==> src/rtl/load_store_unit.sv <==
// Load/store unit: steers byte lanes onto a word-wide data-memory port and splits misaligned accesses
// into two beats. Outputs are registered or decoded from state; one memory beat is outstanding at a time.
module load_store_unit #(
  parameter int DATA_WIDTH = 32,
  parameter int ADDR_WIDTH = 32,
  parameter bit SPLIT_EN   = 1'b1
) (
  input  logic                  clk,
  input  logic                  rst,
  input  logic                  req_valid,
  output logic                  req_ready,
  input  logic                  req_write,
  input  logic [2:0]            modeBU,
  input  logic [ADDR_WIDTH-1:0] addr,
  input  logic [DATA_WIDTH-1:0] wdata,
  output logic                  resp_valid,
  output logic [DATA_WIDTH-1:0] rdata,
  output logic                  err,
  output logic                  mem_req,
  input  logic                  mem_gnt,
  output logic                  mem_we,
  output logic [ADDR_WIDTH-1:0] mem_addr,
  output logic [3:0]            mem_be,
  output logic [DATA_WIDTH-1:0] mem_wdata,
  input  logic                  mem_rvalid,
  input  logic [DATA_WIDTH-1:0] mem_rdata
);

  typedef enum logic [1:0] {IDLE, ISSUE, WAIT_R, RESP} state_t;
  state_t state, state_nxt;

  logic                  ready_q, we_q, split_q, beat_q, err_q;
  logic [2:0]            mode_q;
  logic [1:0]            off_q;
  logic [3:0]            mask_q;
  logic [DATA_WIDTH-1:0] wdata_q, b0_q, rdata_q;
  logic                  mem_we_q;
  logic [ADDR_WIDTH-1:0] mem_addr_q;
  logic [3:0]            mem_be_q;
  logic [DATA_WIDTH-1:0] mem_wdata_q;

  logic       mode_ok;
  logic [2:0] size;
  logic [3:0] mask;
  logic [1:0] off;
  logic       split_need, bad, accept, pend, advance;
  logic [2:0] rem;
  logic [4:0] sh0;
  logic [5:0] sh1;
  logic [DATA_WIDTH-1:0] raw, ext;

  always_comb begin
    mode_ok = 1'b1;
    size    = 3'd4;
    mask    = 4'b1111;
    case (modeBU)
      3'b001:          begin size = 3'd4; mask = 4'b1111; end
      3'b010, 3'b100:  begin size = 3'd2; mask = 4'b0011; end
      3'b011, 3'b101:  begin size = 3'd1; mask = 4'b0001; end
      default:         mode_ok = 1'b0;
    endcase
  end

  assign off        = addr[1:0];
  assign split_need = ({2'b00, off} + {1'b0, size}) > 4'd4;
  assign bad        = !mode_ok || (split_need && !SPLIT_EN);
  assign accept     = (state == IDLE) && ready_q && req_valid;
  assign pend       = split_q && !beat_q;
  // Stores move to beat1 on grant; loads only once beat0 data has returned.
  assign advance    = ((state == ISSUE) && mem_gnt && we_q && pend) ||
                      ((state == WAIT_R) && mem_rvalid && pend);

  assign rem = 3'd4 - {1'b0, off_q};
  assign sh0 = {off_q, 3'b000};
  assign sh1 = {rem, 3'b000};

  always_comb begin
    raw = split_q ? ((b0_q >> sh0) | (mem_rdata << sh1)) : (mem_rdata >> sh0);
    case (mode_q)
      3'b010:  ext = {{(DATA_WIDTH-16){raw[15]}}, raw[15:0]};
      3'b011:  ext = {{(DATA_WIDTH-8){raw[7]}}, raw[7:0]};
      3'b100:  ext = {{(DATA_WIDTH-16){1'b0}}, raw[15:0]};
      3'b101:  ext = {{(DATA_WIDTH-8){1'b0}}, raw[7:0]};
      default: ext = raw;
    endcase
  end

  always_ff @(posedge clk) begin
    if (rst) state <= IDLE;
    else     state <= state_nxt;
  end

  always_comb begin
    state_nxt = state;
    case (state)
      IDLE:    if (accept) state_nxt = bad ? RESP : ISSUE;
      ISSUE:   if (mem_gnt) begin
                 if (we_q) state_nxt = pend ? ISSUE : RESP;
                 else      state_nxt = WAIT_R;
               end
      WAIT_R:  if (mem_rvalid) state_nxt = pend ? ISSUE : RESP;
      RESP:    state_nxt = IDLE;
      default: state_nxt = IDLE;
    endcase
  end

  always_ff @(posedge clk) begin
    if (rst) begin
      ready_q     <= 1'b0;
      we_q        <= 1'b0;
      split_q     <= 1'b0;
      beat_q      <= 1'b0;
      err_q       <= 1'b0;
      mode_q      <= 3'd0;
      off_q       <= 2'd0;
      mask_q      <= 4'd0;
      wdata_q     <= '0;
      b0_q        <= '0;
      rdata_q     <= '0;
      mem_we_q    <= 1'b0;
      mem_addr_q  <= '0;
      mem_be_q    <= 4'd0;
      mem_wdata_q <= '0;
    end else begin
      ready_q <= (state_nxt == IDLE);
      if (accept) begin
        we_q        <= req_write;
        split_q     <= split_need;
        beat_q      <= 1'b0;
        err_q       <= bad;
        mode_q      <= modeBU;
        off_q       <= off;
        mask_q      <= mask;
        wdata_q     <= wdata;
        rdata_q     <= '0;
        mem_we_q    <= req_write;
        mem_addr_q  <= {addr[ADDR_WIDTH-1:2], 2'b00};
        mem_be_q    <= mask << off;
        mem_wdata_q <= wdata << {off, 3'b000};
      end
      if (advance) begin
        beat_q      <= 1'b1;
        mem_addr_q  <= mem_addr_q + ADDR_WIDTH'(4);
        mem_be_q    <= mask_q >> rem;
        mem_wdata_q <= wdata_q >> sh1;
      end
      if ((state == WAIT_R) && mem_rvalid) begin
        if (pend) b0_q    <= mem_rdata;
        else      rdata_q <= ext;
      end
    end
  end

  assign req_ready  = ready_q;
  assign resp_valid = (state == RESP);
  assign mem_req    = (state == ISSUE);
  assign err        = err_q;
  assign rdata      = rdata_q;
  assign mem_we     = mem_we_q;
  assign mem_addr   = mem_addr_q;
  assign mem_be     = mem_be_q;
  assign mem_wdata  = mem_wdata_q;

endmodule

==> config.mk <==
export PLATFORM = sky130hd
export DESIGN_NAME = load_store_unit
export DESIGN_NICKNAME = d
export VERILOG_FILES = /design/src/rtl/load_store_unit.sv
export SDC_FILE = /design/constraint.sdc
export NUM_CORES = 1
export LEC_CHECK = 0
export CORE_MARGIN = 1.5
export CORE_UTILIZATION = 50
export CTS_CLUSTER_DIAMETER = 100
export CTS_CLUSTER_SIZE = 24
export DETAILED_ROUTE_END_ITERATION = 6
export PLACE_DENSITY = 0.78
export SYNTH_ARGS = -nofsm -noshare
export SYNTH_HDL_FRONTEND = slang
export SYNTH_SLANG_ARGS = --single-unit
==> constraint.sdc <==
create_clock -name clk -period 7.1 [get_ports clk]
set_clock_uncertainty 0.15 [all_clocks]
set_input_delay 0.71 -clock clk [delete_from_list [all_inputs] [get_ports clk]]
set_output_delay 0.71 -clock clk [all_outputs]
set_load 0.02 [all_outputs]
# After elaboration in Yosys (flattened, before gate mapping)
# Index checks and enable logic that the tools add are counted.
[classes] addsub=3 n_lt_le_gt_ge=1 n_eq_ne=12 shifts=7 muxes=23 bitwise_logic=1 n_reduce_logical=18
[op_table] op="$mux 32" n=8
[op_table] op="$pmux 32 s4" n=1
[op_table] op="$shr 32x5->32" n=2
[op_table] op="$add 32x3->32 const B" n=1
[op_table] op="$or 32x32->32" n=1
[op_table] op="$shl 32x5->32" n=1
[op_table] op="$shl 32x6->32" n=1
[op_table] op="$shr 32x6->32" n=1
[op_table] op="$eq 3x2->1 const B" n=4
[op_table] op="$eq 3x3->1 const B" n=4
[op_table] op="$mux 2" n=6
[op_table] op="$logic_and 1x1->1" n=8
[op_table] op="$mux 4" n=2
[op_table] op="$pmux 2 s4" n=1
[op_table] op="$pmux 4 s2" n=1
[op_table] op="$pmux 3 s2" n=1
[op_table] op="$reduce_or 5->1" n=1
[op_table] op="$add 2x3->4" n=1
[op_table] op="$eq 2x2->1 const B" n=2
[op_table] op="$gt 4x3->1 const B" n=1
[op_table] op="$logic_not 2->1" n=2
[op_table] op="$reduce_or 2->1" n=2
[op_table] op="$shl 4x2->4" n=1
[op_table] op="$shr 4x3->4" n=1
[op_table] op="other kinds (8)" n=11
[totals] register_bits=180 inputBits=105 output_inout_bits=105 wordCells=80

# Longest topological paths before layout
[logic_depth] depth_word=7 ltp_mapped=14 ltp_nobuf=7

# Worst setup path after synthesis
# No wires, ideal clock.
[synth_path] kind="flip-flop to flip-flop" start="reg off_q[0]" end="reg rdata_q[22] (netlist: rdata[22])" setup_time_ps=142 t_arrival_ps=2846 t_required_ps=6808 path_slack_ps=3962 stages_incl_launch_ff=15 path_buffers=7 period_less_slack_ps=3138 cell_sequence="dfxtp_1 buf_4 buf_4 inv_1 buf_2 buf_1 ha_1 buf_2 or2_2 clkbuf_1 o22ai_1 a311o_1 a32oi_2 buf_4 a311oi_1"
[synth_via] elab_chain_cells=7 elab_cells_between_ends=9 cone_classes="add/sub (1); shift (3); mux (4); bitwise (1)"
[synth_lines] item="start, declared" line_no="34" rtl="logic [1:0] off_q;"
[synth_lines] item="start signal, assigned" line_no="115" rtl="off_q <= 2'd0;"
[synth_lines] item="start signal, assigned" line_no="132" rtl="off_q <= off;"
[synth_lines] item="$sub 3x2->3" line_no="73" rtl="assign rem = 3'd4 - {1'b0, off_q};"
[synth_lines] item="$shl 32x6->32" line_no="78" rtl="raw = split_q ? ((b0_q >> sh0) | (mem_rdata << sh1)) : (mem_rdata >> sh0);"
[synth_lines] item="$or 32x32->32" line_no="78"
[synth_lines] item="$mux 32 (*)" line_no="78"
[synth_lines] item="$pmux 32 s4 (*)" line_no="79" rtl="case (mode_q)"
[synth_lines] item="$mux 32 (*)" line_no="148" rtl="if (pend) b0_q <= mem_rdata;"
[synth_lines] item="$mux 32 (*)" line_no="147" rtl="if ((state == WAIT_R) && mem_rvalid) begin"
[synth_lines] item="end signal, assigned" line_no="149" rtl="else rdata_q <= ext;"
[synth_lines] item="end, declared" line_no="36" rtl="logic [DATA_WIDTH-1:0] wdata_q, b0_q, rdata_q;"
# Every way passes the cells marked *; elsewhere a longest branch is shown, timed or not.
# A chain may end at the register's enable or synchronous reset.

# Worst setup path after layout
[layout_path] start="reg off_q[0]" end="reg rdata_q[17] (netlist: rdata[17])"
# The elaborated chain is that of the path after synthesis.

==> impl_metrics.tcl <==
set metrics [dict create \
    clk-insertion-delay-late_ns 0.44 \
    yosysMostFrequentCell "nand2_1" \
    clock_path_buffers 2 \
    cts_root_buffer "clkbuf_16" \
    antenna_found_initial 0 \
    power.switching_mw 0.988 \
    pwr_density_cell_mw_per_mm2 224 \
    final_nets 1550 \
    critical_path.max_fanout 46 \
    io_pins 210 \
    path_common_cell "a311oi_1" \
    drv_slew 0 \
    pwr-share-seq_pct 40.0 \
    worst_pin_slew_ns 1.16 \
    crit_slowest_cell "nor3_4" \
    slowest_delay_ns 0.91 \
    synth_top_area_cell "dfxtp_1" \
    area_delta_synth_final_pct 25.5 \
    grt_pass1_vias 9941 \
    wl_per_cell_um 19.0 \
    path_buf_inv 1 \
    dr.pass1.iters 6 \
    ant_nets 0 \
    initial_core_util_pct 50.8 \
    die-area_mm2 0.0214 \
    synth_flop_cell "dfxtp_1" \
    cts_tree "done" \
    num_vias 10800 \
    critPathArrivalTime_ns 5.11 \
    ys_types 63 \
    path_delay_family "compound AO/OA/AOI/OAI gates" \
    netlist_top_cells_area "dfxtp_1 (34%), nand2_1 (11%), a21oi_1 (9.1%)" \
    setup_viol 0 \
    cts_made_buffers 17 \
    grt_overflow 0 \
    finalCriticalPeriod_ns 4.92 \
    drcViolationCount 0 \
    drtIter0Drc 1045 \
    ctsHoldBuffers 0 \
    fillers 1748 \
    tns_ns 0 \
    avgSynthCellArea_um2 7.81 \
    netlist_instances 1317 \
    dp_hpwl_um 22200 \
    ys_ff_latch 177 \
    gp_congestion 0.912 \
    cts_resized 0 \
    io_buffers 207 \
    outcome "finished, final reports clean" \
    clock_power_share_pct 30.6 \
    die_w_um 146 \
    async_flop_share_pct 0 \
    syn_area_mm2 0.0103 \
    hold_path.class "reg -> reg" \
    power.leakage_nw 4.09 \
    cp-start-kind "flip-flop" \
    endpoint_kind "flip-flop" \
    clock.fmax_mhz 203 \
    grt_max_degree 104 \
    maxSlewHeadroom_pct 22.2 \
    ys_seq_area_share_pct 34.4 \
    clk_pin_slew_ns 0.06 \
    synth-edff-count 0 \
    routed_via_density 6.25 \
    numClockSinks 177 \
    swShare_pct 34.2 \
    synth.top_cell.area_share_pct 34.4 \
    postPlaceCellArea_mm2 0.0124 \
    postCtsSetupBuffers 0 \
    rows 52 \
    internal_power_mw 1.90 \
    num_antenna_cells 0 \
    cts_max_level 4 \
    drive_above_1_share_pct 7.98 \
    peakVddDrop_mv 0.172 \
    crit_required_ns 7.28 \
    yosysWarnings 0 \
    rsz0062_at_grt "false" \
    cap_violations 0 \
    hold_viol 0 \
    grt_pass1_wl_um 52000 \
    stdcell_area_mm2 0.0129 \
    power.total_mw 2.89 \
    grt_use_total_pct 29.9 \
    finalCritPeriodShare_pct 69.4 \
    worstPathCellList "inv_1 -> ha_2 -> nor3_4 -> a211oi_1 -> a311oi_1 -> a32oi_2 -> a311oi_1" \
    synth_common_cells "nand2_1 (290), a21oi_1 (187), dfxtp_1 (177), clkbuf_1 (82), mux2i_1 (71)" \
    crit_type "reg -> reg" \
    wirelength_um 32700 \
    die_y_um 146 \
    coreArea_mm2 0.0202 \
    comb_power_share_pct 29.5 \
]
-- flip-flops by register name, indices dropped and copies added, names as in the netlist, 3 cells and up --
name / count
mask_q: 3
mode_q: 3
mem_be: 4
mem_addr: 30
rdata: 32
b0_q: 32
mem_wdata: 32
wdata_q: 32
-- logic make-up after synthesis --
| kind of cell | synth area share [%] |
|---|---|
| AO/OA/AOI/OAI | 24.9 |
| adder cells (fa/ha/maj) | 0.681 |
| other | 0.0365 |
| buffers and inverters | 5.12 |
| XOR/XNOR | 0.681 |
| multiplexers | 14.0 |
| AND/OR/NAND/NOR | 20.1 |
| flip-flops | 34.4 |
-- tightest hold or removal path, delay by kind of cell (launching register included) --
family	cells	cell delay, ns
DFF	1	0.30
and+or+nand+nor	1	0.05
AOI/OAI and AO/OA	1	0.05
-- layout by cell type (no fill, tap or decap), types with 16 or more instances in the layout --
| cell type | Yosys | layout |
|---|---|---|
| buf_4 | 7 | 17 |
| a311oi_1 | 30 | 30 |
| a211oi_1 | 16 | 16 |
| a31oi_1 | 34 | 34 |
| a21oi_1 | 187 | 187 |
| nand3_1 | 42 | 42 |
| mux4_2 | 18 | 18 |
| mux2i_1 | 71 | 71 |
| o211ai_1 | 29 | 29 |
| mux2_2 | 29 | 29 |
| nand2_1 | 290 | 290 |
| dfxtp_1 | 177 | 176 |
| o21ai_0 | 40 | 40 |
| clkdlybuf4s50_1 | 0 | 205 |
| clkbuf_16 | 0 | 17 |
| nor2_1 | 63 | 62 |
-- power groups by stage --
stage | Sequential (mW) | Combinational (mW) | Clock [mW]
after floorplan | 1.21 | 0.470 | 0
after global placement | 1.17 | 0.824 | 0
after detailed placement | 1.17 | 0.837 | 0
after CTS | 1.15 | 0.840 | 0.889
after global routing | 1.16 | 0.912 | 0.929
final | 1.15 | 0.852 | 0.883
-- worst paths after layout --
path / endpoint / slack (ns) / depth (start not counted) / start
max: rdata[17] / 2.18 / 7 / off_q[0]
min: b0_q[5] / 0.30 / 2 / b0_q[5]
max reg2reg: rdata[17] / 2.18 / 7 / off_q[0]
min reg2reg: b0_q[5] / 0.30 / 2 / b0_q[5]
-- stage by stage --
step                hold WS (ns)  util [%]  setup slack [ns]  std cells
finish                     0.301      63.8              2.18       1723
global route               0.327      63.8              1.96       1723
CTS                        0.304      63.8              2.29       1723
detailed placement         0.295      61.1              2.31       1691
global placement           0.290      61.1              2.50       1691
floorplan                  0.282         -              3.96       1318
-- area by class of cell --
type	instances	area (µm²)	area share, %
Clock inverter	11	82.6	0.640
Tap cell	270	338	2.62
Timing Repair Buffer	223	2180	16.9
Multi-Input combinational cell	1013	6270	48.6
Clock buffer	21	460	3.57
Sequential cell	177	3550	27.5
Inverter	8	30.0	0.233
-- routing by layer --
layer  global-route usage, %  wire, µm  vias up
met4                    11.0       858        0
met2                    49.6     15600      578
met1                    39.0     13400     5077
met3                    5.41      2760       66
met5                       0         0        -
li1                        -         -     5042
Note: power is estimated with default switching activity, not from simulation.
